==> src/rtl/change_dispenser_pkg.sv <==
// Shared constants and state encoding for the change dispenser and any
// later coin-handling stages that need the same coin values.
package change_dispenser_pkg;

  localparam int PRICE    = 40;
  localparam int CREDIT_W = 6;
  localparam int COIN_W   = 5;
  localparam int CNT_W    = 4;

  localparam logic [COIN_W-1:0] COIN_20 = 5'd20;
  localparam logic [COIN_W-1:0] COIN_10 = 5'd10;
  localparam logic [COIN_W-1:0] COIN_5  = 5'd5;

  typedef enum logic [2:0] {
    IDLE  = 3'd0,
    CALC  = 3'd1,
    OFFER = 3'd2,
    DONE  = 3'd3
  } state_t;

endpackage

==> src/rtl/change_coin_select.sv <==
// Greedy coin selector: largest coin not exceeding the remaining amount.
// Amounts below the smallest coin still report the 5 coin; the caller
// decides whether a coin is actually offered.
module change_coin_select
  import change_dispenser_pkg::*;
#(
  parameter int REM_W = change_dispenser_pkg::CREDIT_W,
  parameter int VAL_W = change_dispenser_pkg::COIN_W
) (
  input  logic [REM_W-1:0] rem,
  output logic [VAL_W-1:0] coin
);

  // Pick 20, then 10, then 5.
  always_comb begin
    if (rem >= REM_W'(COIN_20)) begin
      coin = VAL_W'(COIN_20);
    end else if (rem >= REM_W'(COIN_10)) begin
      coin = VAL_W'(COIN_10);
    end else begin
      coin = VAL_W'(COIN_5);
    end
  end

endmodule

==> src/rtl/change_en_reg.sv <==
// Plain enable register with asynchronous active-low clear, used for the
// captured-credit and remaining-change datapath registers.
module change_en_reg #(
  parameter int W = 6
) (
  input  logic         clk,
  input  logic         rst_n,
  input  logic         en,
  input  logic [W-1:0] d,
  output logic [W-1:0] q
);

  // Load d when enabled, otherwise hold.
  always_ff @(posedge clk or negedge rst_n) begin
    if (!rst_n) begin
      q <= '0;
    end else if (en) begin
      q <= d;
    end
  end

endmodule

==> src/rtl/change_dispenser.sv <==
// Change dispenser: captures credit on a sale, works out change or a full
// refund, and pays it out one coin per valid/ack handshake.
//
//   state | meaning
//   IDLE  | waiting for sold; flags and count from last payout readable
//   CALC  | derive remaining amount from captured credit, set refund
//   OFFER | coin offered on coin_out/coin_valid until acked
//   DONE  | one-cycle done pulse, latch short from leftover residue
module change_dispenser
  import change_dispenser_pkg::*;
#(
  parameter int PRICE    = change_dispenser_pkg::PRICE,
  parameter int CREDIT_W = change_dispenser_pkg::CREDIT_W,
  parameter int COIN_W   = change_dispenser_pkg::COIN_W,
  parameter int CNT_W    = change_dispenser_pkg::CNT_W
) (
  input  logic                clk,
  input  logic                reset,
  input  logic                sold,
  input  logic [CREDIT_W-1:0] credit,
  output logic [COIN_W-1:0]   coin_out,
  output logic                coin_valid,
  input  logic                coin_ack,
  output logic                busy,
  output logic                done,
  output logic                refund,
  output logic                short,
  output logic [CNT_W-1:0]    coin_count
);

  localparam logic [CREDIT_W-1:0] PRICE_C  = CREDIT_W'(PRICE);
  localparam logic [CREDIT_W-1:0] MIN_COIN = CREDIT_W'(COIN_5);
  localparam logic [CNT_W-1:0]    CNT_MAX  = '1;

  state_t              state_q, state_d;
  logic                refund_q, refund_d;
  logic                short_q, short_d;
  logic [CNT_W-1:0]    cnt_q, cnt_d;
  logic                cap_en, rem_en;
  logic [CREDIT_W-1:0] cap_q, rem_q, rem_d;
  logic [COIN_W-1:0]   coin_sel;

  change_en_reg #(.W(CREDIT_W)) u_cap (
    .clk   (clk),
    .rst_n (reset),
    .en    (cap_en),
    .d     (credit),
    .q     (cap_q)
  );

  change_en_reg #(.W(CREDIT_W)) u_rem (
    .clk   (clk),
    .rst_n (reset),
    .en    (rem_en),
    .d     (rem_d),
    .q     (rem_q)
  );

  change_coin_select #(.REM_W(CREDIT_W), .VAL_W(COIN_W)) u_sel (
    .rem  (rem_q),
    .coin (coin_sel)
  );

  // Next-state, datapath enables and flag updates.
  always_comb begin
    state_d  = state_q;
    refund_d = refund_q;
    short_d  = short_q;
    cnt_d    = cnt_q;
    cap_en   = 1'b0;
    rem_en   = 1'b0;
    rem_d    = rem_q;
    case (state_q)
      IDLE: begin
        if (sold) begin
          cap_en   = 1'b1;
          refund_d = 1'b0;
          short_d  = 1'b0;
          cnt_d    = '0;
          state_d  = CALC;
        end
      end
      CALC: begin
        rem_en = 1'b1;
        if (cap_q >= PRICE_C) begin
          rem_d    = cap_q - PRICE_C;
          refund_d = 1'b0;
        end else begin
          rem_d    = cap_q;
          refund_d = 1'b1;
        end
        state_d = (rem_d >= MIN_COIN) ? OFFER : DONE;
      end
      OFFER: begin
        if (coin_ack) begin
          rem_en  = 1'b1;
          rem_d   = rem_q - CREDIT_W'(coin_sel);
          cnt_d   = (cnt_q == CNT_MAX) ? cnt_q : cnt_q + 1'b1;
          state_d = (rem_d >= MIN_COIN) ? OFFER : DONE;
        end
      end
      DONE: begin
        short_d = (rem_q != '0);
        state_d = IDLE;
      end
      default: state_d = IDLE;
    endcase
  end

  // Control state and held flags.
  always_ff @(posedge clk or negedge reset) begin
    if (!reset) begin
      state_q  <= IDLE;
      refund_q <= 1'b0;
      short_q  <= 1'b0;
      cnt_q    <= '0;
    end else begin
      state_q  <= state_d;
      refund_q <= refund_d;
      short_q  <= short_d;
      cnt_q    <= cnt_d;
    end
  end

  assign coin_valid = (state_q == OFFER);
  assign coin_out   = coin_valid ? coin_sel : '0;
  assign busy       = (state_q != IDLE);
  assign done       = (state_q == DONE);
  assign refund     = refund_q;
  assign short      = short_q;
  assign coin_count = cnt_q;

endmodule

==> config.mk <==
export PLATFORM = sky130hd
export DESIGN_NAME = change_dispenser
export DESIGN_NICKNAME = d
export VERILOG_FILES = /design/src/rtl/change_dispenser_pkg.sv /design/src/rtl/change_coin_select.sv /design/src/rtl/change_en_reg.sv /design/src/rtl/change_dispenser.sv
export SDC_FILE = /design/constraint.sdc
export NUM_CORES = 1
export LEC_CHECK = 0
export ABC_AREA = 1
export CAP_MARGIN = 20
export CORE_MARGIN = 1.5
export CORE_UTILIZATION = 30
export DETAILED_ROUTE_END_ITERATION = 8
export DONT_BUFFER_PORTS = 1
export GPL_ROUTABILITY_DRIVEN = 0
export GPL_TIMING_DRIVEN = 0
export HOLD_SLACK_MARGIN = 0.03
export SYNTH_ARGS = -nofsm -noshare
export SYNTH_HDL_FRONTEND = slang
export SYNTH_SLANG_ARGS = --single-unit
==> constraint.sdc <==
create_clock -name clk -period 2.35 [get_ports clk]
set_clock_uncertainty 0.1 [all_clocks]
set_input_delay 0.5875 -clock clk [delete_from_list [all_inputs] [get_ports clk]]
set_output_delay 0.5875 -clock clk [all_outputs]
set_load 0.01 [all_outputs]
==> results.yml, run 1 <==
detailed_routing:
  drc_errors: 0
  vias_per_cell: 4.84
  drtAntennaViolNets: 0
  drtPass1Iterations: 4
  vias: 1204
  drt-total-wl_um: 3210
  wire_per_inst_um: 12.9
  drt_iter0_drc: 38
sta:
  relSlewSlack_pct: 37.4
  rsz0062_at_grt: "yes"
  finalSetupViolCount: 0
  finalCritPeriodShare_pct: 97.0
  final-max-slew-violation-count: 0
  tightest_slew_ns: 0.936
  timing.final.ws_setup_ns: 0.0711
  timing.fmax_ghz: 0.439
  min_period_ns: 2.28
  hold_violations: 0
die:
  rows: 24
  die_w_um: 71.3
  core_area_um2: 4410
  die_h_um: 71.3
  dieArea_um2: 5080
  ios: 24
  initial_utilization_pct: 31.7
global_route:
  grt_pass1_wl_um: 5300
  grt_antenna_before_repair: 0
  grt_pass1_vias: 1156
  overflow: 0
  grt_use_total_pct: 13.0
  grt_max_degree: 21
synthesis:
  synth_cell_type_count: 28
  synth_fp_nets: 206
  yosys_warnings: 0
  yosysMostFrequentCell: "nand2_1"
  synth_top_area_share_pct: 35.8
  yosys.area.top_type: "dfrtp_1"
  ys_seq_area_share_pct: 35.8
  synth_edf_count: 0
  yosys-top-cells-count: "nand2_1 (35), inv_1 (24), nor2_1 (21)"
  synth_ff_type: "dfrtp_1"
  ys_ff_latch: 20
  synth_area_per_cell_um2: 7.64
  synth_area_um2: 1400
  synthCells: 183
  synth.area.top_cells: "dfrtp_1 (36%), ha_1 (11%), nand2_1 (9.4%)"
  synthArstFlopShare_pct: 100
critical_path:
  end_kind: "register"
  arrival_ns: 2.39
  crit_type: "register to register"
  slowest_stage: "fa_2"
  critPathMostFrequentCell: "nand2_1"
  critPathMaxFanout: 4
  cp-start-kind: "register"
  worstPathCellList: "nor2_2, o21ai_2, nor2_4, inv_4, fa_2, or2_4, nand2_2, nand2_2, nor2_1, nand2_1, nand2_1, nand2_1, nand2_1"
  cp_slowest_stage_delay_ns: 0.49
  cp_data_required_time_ns: 2.46
placed_design:
  numPortBuffers: 0
  dp.final_hpwl_um: 2350
  dp_worst_setup_slack_ns: -0.191
  placed_cell_area_um2: 1460
cells_and_area:
  nFillCells: 456
  insertedDiodeCount: 0
  final_area_um2: 1710
  num-nets-final: 221
  syn_to_final_growth_pct: 21.9
  drive_gt1_share_pct: 25.9
cts:
  cts_made_buffers: 3
  cts_max_path_buffers: 2
  htree_levels: 1
  path_clk_slew_ns: 0.08
  root_buffer: "clkbuf_8"
  clock-sinks: 20
  cts_tree: "yes"
  worstSkewPairLatency_ns: 0.26
status:
  status: "finished clean"
job:
  cap_violations: 0
min_path:
  min_path_type: "primary input to register"
## final timing paths
kind | startpoint | end | slack (ns) | cells after the start
worst max-delay path | u_rem.q[3] | state_q[0] | 0.07 | 13
worst min-delay path | credit[0] | u_cap.q[0] | 0.37 | 1
worst max register to register | u_rem.q[3] | state_q[0] | 0.07 | 13
worst min register to register | u_cap.q[1] | u_cap.q[1] | 0.44 | 2
max in group asynchronous | reset | u_rem.q[3] | 0.71 | 1
min in group asynchronous | reset | coin_count[1] | 0.81 | 1
## routing by layer
layer	share of wire [%]	track usage, %	vias to the layer above	routed length, um
li1	-	-	623	-
met4	0.96	2.52	0	31
met3	5.5	2.81	5	177
met5	0	0	-	0
met1	49	18.7	543	1570
met2	45	20.5	33	1430
## cells by family (layout without fill, tap and decap cells)
group                    count (synthesis)  after routing  synth area share (%)
flip-flops                              20             20                  35.8
XOR/XNOR                                 3              3                  1.88
buffers and inverters                   31             45                  9.75
AND/OR/NAND/NOR                         80             80                  25.0
AO/OA/AOI/OAI                           34             34                  13.9
multiplexers                             2              2                  1.61
adder cells (fa/ha/maj)                 13             13                  12.2
## cells in the final DEF, fill, tap and decap left out, types with 2 or more instances in the layout
| master | netlist | final |
|---|---|---|
| dfrtp_1 | 20 | 19 |
| nor2_1 | 21 | 17 |
| or2_4 | 1 | 2 |
| nand2_2 | 1 | 5 |
| mux2_2 | 2 | 2 |
| o21ai_1 | 1 | 2 |
| ha_1 | 12 | 8 |
| buf_6 | 2 | 2 |
| o21ai_0 | 15 | 13 |
| nand3_1 | 15 | 15 |
| nand2_1 | 35 | 31 |
| buf_4 | 1 | 11 |
| inv_2 | 2 | 7 |
| nor2_4 | 1 | 2 |
| o211ai_1 | 3 | 3 |
| a21oi_1 | 12 | 11 |
| nor2_2 | 0 | 3 |
| ha_4 | 0 | 3 |
| nand4_1 | 2 | 2 |
| clkbuf_8 | 0 | 3 |
| o21a_1 | 2 | 2 |
| inv_1 | 24 | 18 |
## registers in the layout, summed over array words and instances, names as in the netlist
register / flops
u_cap.q: 6
u_rem.q: 6
coin_count: 4
state_q: 2
refund: 1
short: 1
## final cells by class
cell class / instances / area [um2] / share of cell area [%]
Tap cell: 52 / 65.1 / 3.82
Inverter: 26 / 100 / 5.87
Buffer: 4 / 35.0 / 2.05
Timing Repair Buffer: 11 / 85.1 / 4.99
Multi-Input combinational cell: 132 / 847 / 49.7
Clock inverter: 1 / 30.0 / 1.76
Clock buffer: 3 / 41.3 / 2.42
Sequential cell: 20 / 502 / 29.4
## worst max-delay path: cells and delay by family (launching register included)
kind | cells | cell delay [ns]
and+or+nand+nor | 10 | 1.01
AOI/OAI and AO/OA | 1 | 0.10
buffers and inverters | 1 | 0.06
DFF | 1 | 0.46
adders and majority gates | 1 | 0.49
## through the flow
step	hold slack, ns	utilization [%]	setup TNS (ns)	std cells
6_report	0.366	38.6	0	249
5_1_grt	0.354	38.6	-0.120	249
4_1_cts	0.360	36.4	0	246
3_5_place_dp	0.192	33.2	-0.243	235
3_3_place_gp	0.192	33.2	-0.261	235
2_1_floorplan	0.192	-	0	183
## timing repair
action	in CTS	in global routing
pin swaps	3	12
hold buffers	1	0
cloned	0	0
buffers inserted	7	3
resized for setup	8	22
setup endpoints to repair	6	6
endpoints found under the hold margin	20	0
Power of run 1 is left out: the tool's default activity adds up to more than one toggle a clock period on the data nets, which glitch-free logic cannot reach.
==> inputs of run 2 (changes only) <==
--- a/config.mk
+++ b/config.mk
@@ -7,13 +7,13 @@
 export LEC_CHECK = 0
 export ABC_AREA = 1
 export CAP_MARGIN = 20
-export CORE_MARGIN = 1.5
 export CORE_UTILIZATION = 30
 export DETAILED_ROUTE_END_ITERATION = 8
 export DONT_BUFFER_PORTS = 1
 export GPL_ROUTABILITY_DRIVEN = 0
 export GPL_TIMING_DRIVEN = 0
 export HOLD_SLACK_MARGIN = 0.03
+export REMOVE_ABC_BUFFERS = 1
 export SYNTH_ARGS = -nofsm -noshare
 export SYNTH_HDL_FRONTEND = slang
 export SYNTH_SLANG_ARGS = --single-unit
==> constraint.sdc (replaced) <==
create_clock -name clk -period 1.99 [get_ports clk]
set_clock_uncertainty 0.1 [all_clocks]
set_input_delay 0.4975 -clock clk [delete_from_list [all_inputs] [get_ports clk]]
set_output_delay 0.4975 -clock clk [all_outputs]
set_load 0.01 [all_outputs]
==> results.yml, run 2 (synthesized netlist as in run 1, its figures left out) <==
status:
  status: "finished with violations"
  violations: "negative setup slack"
critical_path:
  cp_data_required_time_ns: 2.09
  critPathMostFrequentCell: "nand2_1"
  ff2ff_setup_slack_ns: -0.20
  r2r-end: "state_q[0]"
  ff2ff_path_depth: 14
  crit_type: "register to register"
  critPathMaxFanout: 4
  cp-start-kind: "register"
  cp_slowest_stage_delay_ns: 0.48
  end_kind: "register"
  reg2reg_from: "u_rem.q[5]"
  arrival_ns: 2.29
  worstPathCellList: "nor2_2, nand2_2, inv_4, ha_4, inv_4, fa_2, or2_4, nand2_2, nand2_2, nor2_2, nand2_1, nand2_1, nand2_1, nand2_1"
  slowest_stage: "fa_2"
detailed_routing:
  wire_per_inst_um: 13.2
  vias_per_cell: 4.94
  highest_layer: "met4"
  wl_met3_um: 106
  drt_iter0_drc: 57
  vias: 1229
  drt-total-wl_um: 3300
  drtPass1Iterations: 4
  wirelength_met1_um: 1440
  drtAntennaViolNets: 0
  drc_errors: 0
  wl_met2_um: 1720
die:
  ios: 24
  die_w_um: 70.3
  die_h_um: 70.3
  core_area_um2: 4410
  initial_utilization_pct: 31.7
  dieArea_um2: 4940
  rows: 24
min_path:
  min_path_type: "primary input to register"
  worst_hold_path.endpoint: "u_cap.q[0]"
  min_from: "credit[0]"
  hold_path_depth: 1
cells_and_area:
  syn_to_final_growth_pct: 25.8
  mostFrequentLayoutCells: "nand2_1 (28), dfrtp_1 (19), inv_1 (18)"
  mostFrequentLayoutCell: "nand2_1"
  drive_gt1_share_pct: 32.0
  final_area_um2: 1760
  insertedDiodeCount: 0
  nFillCells: 447
  num-nets-final: 222
sta:
  finalCritPeriodShare_pct: 110
  hold_violations: 0
  final-max-slew-violation-count: 0
  timing.fmax_ghz: 0.456
  timing.final.ws_setup_ns: -0.204
  rsz0062_at_grt: "yes"
  min_period_ns: 2.19
  relSlewSlack_pct: 39.1
  tightest_slew_ns: 0.910
  finalSetupViolCount: 7
cts:
  clock-sinks: 20
  htree_levels: 1
  root_buffer: "clkbuf_8"
  cts_tree: "yes"
  cts_made_buffers: 3
  path_clk_slew_ns: 0.07
  cts_max_path_buffers: 2
  worstSkewPairLatency_ns: 0.26
global_route:
  grt_antenna_before_repair: 0
  grt_pass1_wl_um: 5740
  grt_pass1_vias: 1304
  overflow: 0
  grt_max_degree: 21
  grt_use_total_pct: 14.5
job:
  cap_violations: 0
placed_design:
  placed_cell_area_um2: 1430
  numPortBuffers: 0
  dp.final_hpwl_um: 2240
[run 2: metrics by stage]
step | setup TNS (ns) | std cells | hold slack [ns] | worst slack (ns) | util, %
finish | -0.811 | 249 | 0.290 | -0.204 | 39.9
global placement | -3.33 | 230 | 0.102 | -0.539 | 32.3
detailed placement | -3.57 | 230 | 0.102 | -0.519 | 32.3
CTS | -0.610 | 245 | 0.284 | -0.208 | 37.6
floorplan | -0.514 | 178 | 0.102 | -0.273 | -
global route | -1.77 | 249 | 0.285 | -0.356 | 39.9
[run 2: worst max-delay path: cells and delay by family, from the launching register on]
family	cells	cell delay, ns
flip-flops	1	0.43
adder cells (fa/ha/maj)	2	0.62
buffers and inverters	2	0.12
AND/OR/NAND/NOR	10	0.86
[run 2: how the worst max path moves through the flow]
stage	from	end	cells after the start
after floorplan	u_rem.q[1]	state_q[0]	16
after global placement	u_rem.q[1]	state_q[0]	16
after detailed placement	u_rem.q[1]	state_q[0]	16
after CTS	u_rem.q[4]	state_q[0]	15
after global routing	u_rem.q[2]	state_q[0]	16
final	u_rem.q[5]	state_q[0]	14
[run 2: timing repair]
action | CTS | global route
pin swaps | 14 | 14
gates resized for setup | 28 | 25
setup buffers | 11 | 4
setup endpoints to repair | 16 | 11
hold buffers | 1 | 0
hold endpoints to repair | 20 | 0
[run 2: area by class of cell]
cell class                      instances  area (um2)  area share (%)
Sequential cell                        20         502            28.5
Timing Repair Buffer                   16         131            7.47
Tap cell                               52        65.1            3.70
Inverter                               26         105            5.97
Multi-Input combinational cell        132         915            52.0
Clock buffer                            3        41.3            2.35
[run 2: metal layers]
layer  vias up  global-route usage, %
met5         -                      0
met4         0                   4.67
met3         2                   2.31
met2        16                   26.7
met1       582                   16.8
li1        629                      -
Power of run 2 is left out for the same reason.
